**src/rtl/instr_fetch_stage.sv**
```systemverilog
// ---------------------------------------------------------------------------
// instr_fetch_stage
//
// Purpose:
//   Fetch stage sitting between the instruction address stage and decode.
//   It accepts a (pstate0, pstate1) pair, sends one request at a time to the
//   instruction cache and hands the returned word plus its pstate pair to
//   decode under a valid/stall handshake. It also handles pipeline flushes,
//   fetch-error traps and misaligned-offset traps.
//
// Ports:
//   clk, rst                      clock, synchronous active-high reset
//   inPstate0/1, inAdrValid       next address pair from the address stage
//   outAdrReady                   address accepted this cycle (combinational)
//   inFlush                       kill the in-flight fetch and held instruction
//   outIcReq, outIcPs0/1          cache request and its address pair
//   inIcAck, inIcData, inIcErr    cache response (inIcErr qualified by ack)
//   outValid, inStall             decode handshake
//   outInstr, outPstate0/1        instruction word and its pstate pair
//   outTrapCode                   0 none, 1 misaligned, 2 fetch error
//
// States:
//   state | meaning
//   IDLE  | no fetch in flight, nothing held for decode, ready for an address
//   REQ   | cache request outstanding, waiting for ack
//   DRAIN | flushed while a request was outstanding; waiting for ack to drop it
//   OUT   | instruction (or trap) presented to decode
// ---------------------------------------------------------------------------
module instr_fetch_stage #(
    parameter int WORD_LENGTH = 32,
    parameter int ALIGN_BITS  = 2
) (
    input  logic                   clk,
    input  logic                   rst,
    input  logic [WORD_LENGTH-1:0] inPstate0,
    input  logic [WORD_LENGTH-1:0] inPstate1,
    input  logic                   inAdrValid,
    output logic                   outAdrReady,
    input  logic                   inFlush,
    output logic                   outIcReq,
    output logic [WORD_LENGTH-1:0] outIcPs0,
    output logic [WORD_LENGTH-1:0] outIcPs1,
    input  logic                   inIcAck,
    input  logic [WORD_LENGTH-1:0] inIcData,
    input  logic                   inIcErr,
    output logic                   outValid,
    input  logic                   inStall,
    output logic [WORD_LENGTH-1:0] outInstr,
    output logic [WORD_LENGTH-1:0] outPstate0,
    output logic [WORD_LENGTH-1:0] outPstate1,
    output logic [1:0]             outTrapCode
);

    localparam logic [1:0] ST_IDLE  = 2'd0;
    localparam logic [1:0] ST_REQ   = 2'd1;
    localparam logic [1:0] ST_DRAIN = 2'd2;
    localparam logic [1:0] ST_OUT   = 2'd3;

    localparam logic [1:0] TRAP_NONE      = 2'd0;
    localparam logic [1:0] TRAP_MISALIGN  = 2'd1;
    localparam logic [1:0] TRAP_FETCH_ERR = 2'd2;

    logic [1:0]             r_state;
    logic                   r_ic_req;
    logic [WORD_LENGTH-1:0] r_ic_ps0;
    logic [WORD_LENGTH-1:0] r_ic_ps1;
    logic                   r_valid;
    logic [WORD_LENGTH-1:0] r_instr;
    logic [WORD_LENGTH-1:0] r_pstate0;
    logic [WORD_LENGTH-1:0] r_pstate1;
    logic [1:0]             r_trap;

    logic [1:0]             w_state_nxt;
    logic                   w_ic_req_nxt;
    logic [WORD_LENGTH-1:0] w_ic_ps0_nxt;
    logic [WORD_LENGTH-1:0] w_ic_ps1_nxt;
    logic                   w_valid_nxt;
    logic [WORD_LENGTH-1:0] w_instr_nxt;
    logic [WORD_LENGTH-1:0] w_pstate0_nxt;
    logic [WORD_LENGTH-1:0] w_pstate1_nxt;
    logic [1:0]             w_trap_nxt;

    logic                   w_adr_ready;
    logic                   w_accept;
    logic                   w_misaligned;

    // OUT can take a new address only in the cycle decode consumes the
    // current instruction, which gives the overlapped handoff.
    assign w_adr_ready  = !inFlush &&
                          ((r_state == ST_IDLE) || ((r_state == ST_OUT) && !inStall));
    assign w_accept     = inAdrValid && w_adr_ready;
    assign w_misaligned = (inPstate1[ALIGN_BITS-1:0] != '0);

    always_comb begin
        w_state_nxt   = r_state;
        w_ic_req_nxt  = r_ic_req;
        w_ic_ps0_nxt  = r_ic_ps0;
        w_ic_ps1_nxt  = r_ic_ps1;
        w_valid_nxt   = r_valid;
        w_instr_nxt   = r_instr;
        w_pstate0_nxt = r_pstate0;
        w_pstate1_nxt = r_pstate1;
        w_trap_nxt    = r_trap;

        case (r_state)
            ST_IDLE: begin
                if (w_accept) begin
                    if (w_misaligned) begin
                        // Trap goes straight to decode; the cache never sees it.
                        w_valid_nxt   = 1'b1;
                        w_trap_nxt    = TRAP_MISALIGN;
                        w_instr_nxt   = '0;
                        w_pstate0_nxt = inPstate0;
                        w_pstate1_nxt = inPstate1;
                        w_state_nxt   = ST_OUT;
                    end else begin
                        w_ic_req_nxt  = 1'b1;
                        w_ic_ps0_nxt  = inPstate0;
                        w_ic_ps1_nxt  = inPstate1;
                        w_state_nxt   = ST_REQ;
                    end
                end
            end

            ST_REQ: begin
                if (inIcAck && !inFlush) begin
                    w_ic_req_nxt  = 1'b0;
                    w_valid_nxt   = 1'b1;
                    w_instr_nxt   = inIcData;
                    w_pstate0_nxt = r_ic_ps0;
                    w_pstate1_nxt = r_ic_ps1;
                    w_trap_nxt    = inIcErr ? TRAP_FETCH_ERR : TRAP_NONE;
                    w_state_nxt   = ST_OUT;
                end else if (inIcAck) begin
                    w_ic_req_nxt  = 1'b0;
                    w_state_nxt   = ST_IDLE;
                end else if (inFlush) begin
                    // Request stays up until the cache answers; its data is dropped.
                    w_state_nxt   = ST_DRAIN;
                end
            end

            ST_DRAIN: begin
                if (inIcAck) begin
                    w_ic_req_nxt  = 1'b0;
                    w_state_nxt   = ST_IDLE;
                end
            end

            ST_OUT: begin
                if (inFlush) begin
                    w_valid_nxt   = 1'b0;
                    w_trap_nxt    = TRAP_NONE;
                    w_state_nxt   = ST_IDLE;
                end else if (!inStall) begin
                    if (w_accept && w_misaligned) begin
                        w_valid_nxt   = 1'b1;
                        w_trap_nxt    = TRAP_MISALIGN;
                        w_instr_nxt   = '0;
                        w_pstate0_nxt = inPstate0;
                        w_pstate1_nxt = inPstate1;
                        w_state_nxt   = ST_OUT;
                    end else if (w_accept) begin
                        w_valid_nxt   = 1'b0;
                        w_trap_nxt    = TRAP_NONE;
                        w_ic_req_nxt  = 1'b1;
                        w_ic_ps0_nxt  = inPstate0;
                        w_ic_ps1_nxt  = inPstate1;
                        w_state_nxt   = ST_REQ;
                    end else begin
                        w_valid_nxt   = 1'b0;
                        w_trap_nxt    = TRAP_NONE;
                        w_state_nxt   = ST_IDLE;
                    end
                end
            end

            default: begin
                w_state_nxt  = ST_IDLE;
                w_ic_req_nxt = 1'b0;
                w_valid_nxt  = 1'b0;
                w_trap_nxt   = TRAP_NONE;
            end
        endcase
    end

    always_ff @(posedge clk) begin
        if (rst) begin
            r_state   <= ST_IDLE;
            r_ic_req  <= 1'b0;
            r_ic_ps0  <= '0;
            r_ic_ps1  <= '0;
            r_valid   <= 1'b0;
            r_instr   <= '0;
            r_pstate0 <= '0;
            r_pstate1 <= '0;
            r_trap    <= TRAP_NONE;
        end else begin
            r_state   <= w_state_nxt;
            r_ic_req  <= w_ic_req_nxt;
            r_ic_ps0  <= w_ic_ps0_nxt;
            r_ic_ps1  <= w_ic_ps1_nxt;
            r_valid   <= w_valid_nxt;
            r_instr   <= w_instr_nxt;
            r_pstate0 <= w_pstate0_nxt;
            r_pstate1 <= w_pstate1_nxt;
            r_trap    <= w_trap_nxt;
        end
    end

    assign outAdrReady = w_adr_ready;
    assign outIcReq    = r_ic_req;
    assign outIcPs0    = r_ic_ps0;
    assign outIcPs1    = r_ic_ps1;
    assign outValid    = r_valid;
    assign outInstr    = r_instr;
    assign outPstate0  = r_pstate0;
    assign outPstate1  = r_pstate1;
    assign outTrapCode = r_trap;

endmodule
```
**config.mk**
```make
export PLATFORM = sky130hd
export DESIGN_NAME = instr_fetch_stage
export DESIGN_NICKNAME = d
export VERILOG_FILES = /design/src/rtl/instr_fetch_stage.sv
export SDC_FILE = /design/constraint.sdc
export NUM_CORES = 1
export LEC_CHECK = 0
export CORE_AREA = 2 2 161 163
export DETAILED_ROUTE_END_ITERATION = 8
export DIE_AREA = 0 0 163 165
export PLACE_DENSITY = 0.61
export SYNTH_ARGS = -nofsm -noshare
export SYNTH_HDL_FRONTEND = slang
export SYNTH_SLANG_ARGS = --single-unit
```
**constraint.sdc**
```tcl
create_clock -name clk -period 2.65 [get_ports clk]
set_input_delay 0.53 -clock clk [delete_from_list [all_inputs] [get_ports clk]]
set_output_delay 0.53 -clock clk [all_outputs]
set_load 0.01 [all_outputs]
```
==> results.md <==
- CP max FO: 4
- Final Non-Filler Cells: roughly 1400
- Top cells by area, synth: dfxtp_1, mux2i_1, a211oi_1
- CP max stage delay: 0.56 ns
- Setup TNS Final: 0 ns
- Setup bufs post-CTS: 0
- Post-DRT Antenna Nets: 0
- Htree depth: 4
- Max cap viols: 0
- Worst-Margin Slew: 0.613 ns
- Synth async-reset ratio: 0
- Critical Path Source Type: flop
- Status: finished, final reports clean
- Final Slew Violations: 0
- Pleak: between 3 and 4 nW
- Max rail drop VDD: 0.423 mV
- Reg clk slew, reported paths: ~0.07 ns
- Fmax: about 400 MHz
- Share of cells above drive strength 1: 0.0840
- Router iterations before antenna repair: 4
- Most frequent cell after synthesis: dfxtp_1
- Leading area contributor after synthesis: dfxtp_1
- Buf/Inv on CP: 1
- CTS Buf Count: 17
- Slowest CP cell: clkdlybuf4s50_1
- Arr. time, crit path: a little under 2 ns
- TritonCTS clock tree: done
- Top cells by count, synth: dfxtp_1, nand2_1, a211oi_1
- Post-Route Skew: approximately 0.010 ns
- # nets final: 1119
- Initial antenna violation count: 1
- Syn avg cell area: between 9 and 10 µm²
- Final core occ: 0.441
- Synthesized net count: 886
- Core box area: ~25000 µm²
- Sequential area share after synthesis: 0.448
- Power Dens Cells: roughly 950 nW/µm²
- Routed WL: about 24 mm
- Setup-failing EPs final: 0
- Fin crit share: 0.944
- Crit Path Category: flop to output port
- EDFF count, synth: 0
- Fin area: 11000 µm²
- Area delta synth->final: 48.7%
- Placer Congestion: about 0.75
- Placed cell area: around 10000 µm²
- Die ar.: between 20000 and 30000 µm²
- PortBufs: between 200 and 300
- Largest net degree at the start of global routing: 84
- CP endpoint kind: output port
- Die width: roughly 160 µm
- Row cnt: 58
- Syn. warnings: 0
- Vias in the first global route: around 6400
- All-Layer GR Usage: 0.174
- Normalized max-slew margin: 0.591
- Cells after synthesis: 778
- Cell Area, Synth: between 7000 and 8000 µm²
- Synth Register Bits: between 150 and 200
- First-pass GRT wire length: about 37 mm
- Initial detailed-routing violation count: roughly 440
- RSZ-0062 raised after global routing: no
- Class of the worst hold path: flop to flop
- Top-area cell type share of the netlist area: 0.448
- CP required: about 2.1 ns
- DP HPWL: between 15 and 20 mm
- Die Span Y: 165 µm
- Routed vias: 6612
- Drt via density: 4.88
- Skew-Pair Late Insertion Delay: ~0.43 ns
- Synth Flop Type: dfxtp_1
- Initial Util: 0.296
- Delay-heaviest family, CP: buffers and inverters
- # IOs: about 270
- CTS root buf: clkbuf_16
- # placed instances: ~1300
- Clock sink total: between 150 and 200
- Hold Vio Cnt, Final: 0
- CTS Hold Bufs: 0
- Crit-path cells: ha_1, nor2b_4, nor2_1, nor2_2, clkdlybuf4s50_1
- Distinct cells, synth: 40
- Tmin final: 2.50 ns
- Clock tree buffer depth: 2
- Remaining DRCs: 0
- DR WL/cell: between 15 and 20 µm
- Overflow after GRT: 0
[worst register-to-register path, stage by stage, from the launching register on]
cell and delay [ns]:
dfxtp_2 0.38, inv_1 0.12, ha_1 0.30, or2_2 0.32, a2111oi_4 0.27, buf_4 0.20
buf_4 0.24, a211oi_1 0.10, a211oi_1 0.23
[per-layer routing]
metal / vias to the layer above / share of wire / global-route usage
met5: - / 0 / 0
met4: 0 / 0.016 / 0.0531
met3: 20 / 0.047 / 0.0409
met2: 156 / 0.48 / 0.285
met1: 3164 / 0.46 / 0.227
li1: 3272 / - / -
[cells in the final DEF (no fill, tap or decap), types with 2 or more instances in the layout]
master / count
ha_4: 2
ha_1: 3
inv_1: 4
a211oi_1: 118
nor2_1: 6
dfxtp_1: 165
inv_6: 8
a21oi_1: 67
clkbuf_16: 17
nand2_1: 126
nor3b_1: 2
buf_4: 16
mux2i_1: 97
nand3b_1: 33
nand2b_1: 38
o21ba_2: 2
clkinvlp_4: 2
buf_12: 10
bufinv_16: 2
clkdlybuf4s50_1: 266
a211oi_2: 10
[metrics by stage]
stage / hold WS, ns / total power, W / setup slack (ns)
after CTS: 0.469 / 0.0106 / 0.0380
final: 0.468 / 0.0105 / 0.148
after global routing: 0.487 / 0.0111 / 0.0378
after floorplan: 0.492 / 0.00609 / 0.697
after global placement: 0.455 / 0.00796 / -0.0926
after detailed placement: 0.460 / 0.00799 / -0.0558
[logic make-up (layout without fill, tap and decap cells)]
logic type,after synthesis,in the layout,synth area share
other,0,1,0
adders and majority gates,5,5,0.00843
muxes,97,97,0.131
AOI/OAI and AO/OA,211,211,0.202
and+or+nand+nor,216,216,0.146
buffers and inverters,83,329,0.0651
DFF,166,166,0.448
[path summary, 6_finish.rpt]
path | slack, ns | end | start | cells after the start
max reg2reg | 0.40 | outPstate0[31] | r_state[0] | 8
min reg2reg | 0.47 | outIcPs1[21] | outIcPs1[21] | 2
min | 0.47 | outIcPs1[21] | outIcPs1[21] | 2
max | 0.15 | outAdrReady | r_state[1] | 5
[flip-flops by register name, summed over array words and instances (netlist names), 2 cells and up]
name / count
outInstr: 32
outPstate1: 32
outTrapCode: 2
outPstate0: 32
outIcPs1: 32
outIcPs0: 32
r_state: 2
[cell type report]
| class | instances | area, µm² |
|---|---|---|
| Sequential cell | 166 | 3320 |
| Tap cell | 330 | 413 |
| Inverter | 4 | 15.0 |
| Fill cell | 2434 | 14000 |
| Timing Repair Buffer | 293 | 2990 |
| Clock buffer | 18 | 439 |
| Clock inverter | 14 | 159 |
| Multi-Input combinational cell | 529 | 3690 |
| Antenna cell | 1 | 2.50 |
[report_power, final]
| part | internal [W] | total, W | switching [W] |
|---|---|---|---|
| Sequential | 0.00299 | 0.00326 | 0.000269 |
| Clock | 0.00144 | 0.00255 | 0.00111 |
| Combinational | 0.00226 | 0.00467 | 0.00240 |
| Total | 0.00669 | 0.0105 | 0.00378 |
[repair_timing]
action                     in CTS  in global routing
setup endpoints to repair       1                  1
resized for setup               4                  2
cloned                          0                  0
Note: power is estimated with default switching activity, not from simulation.
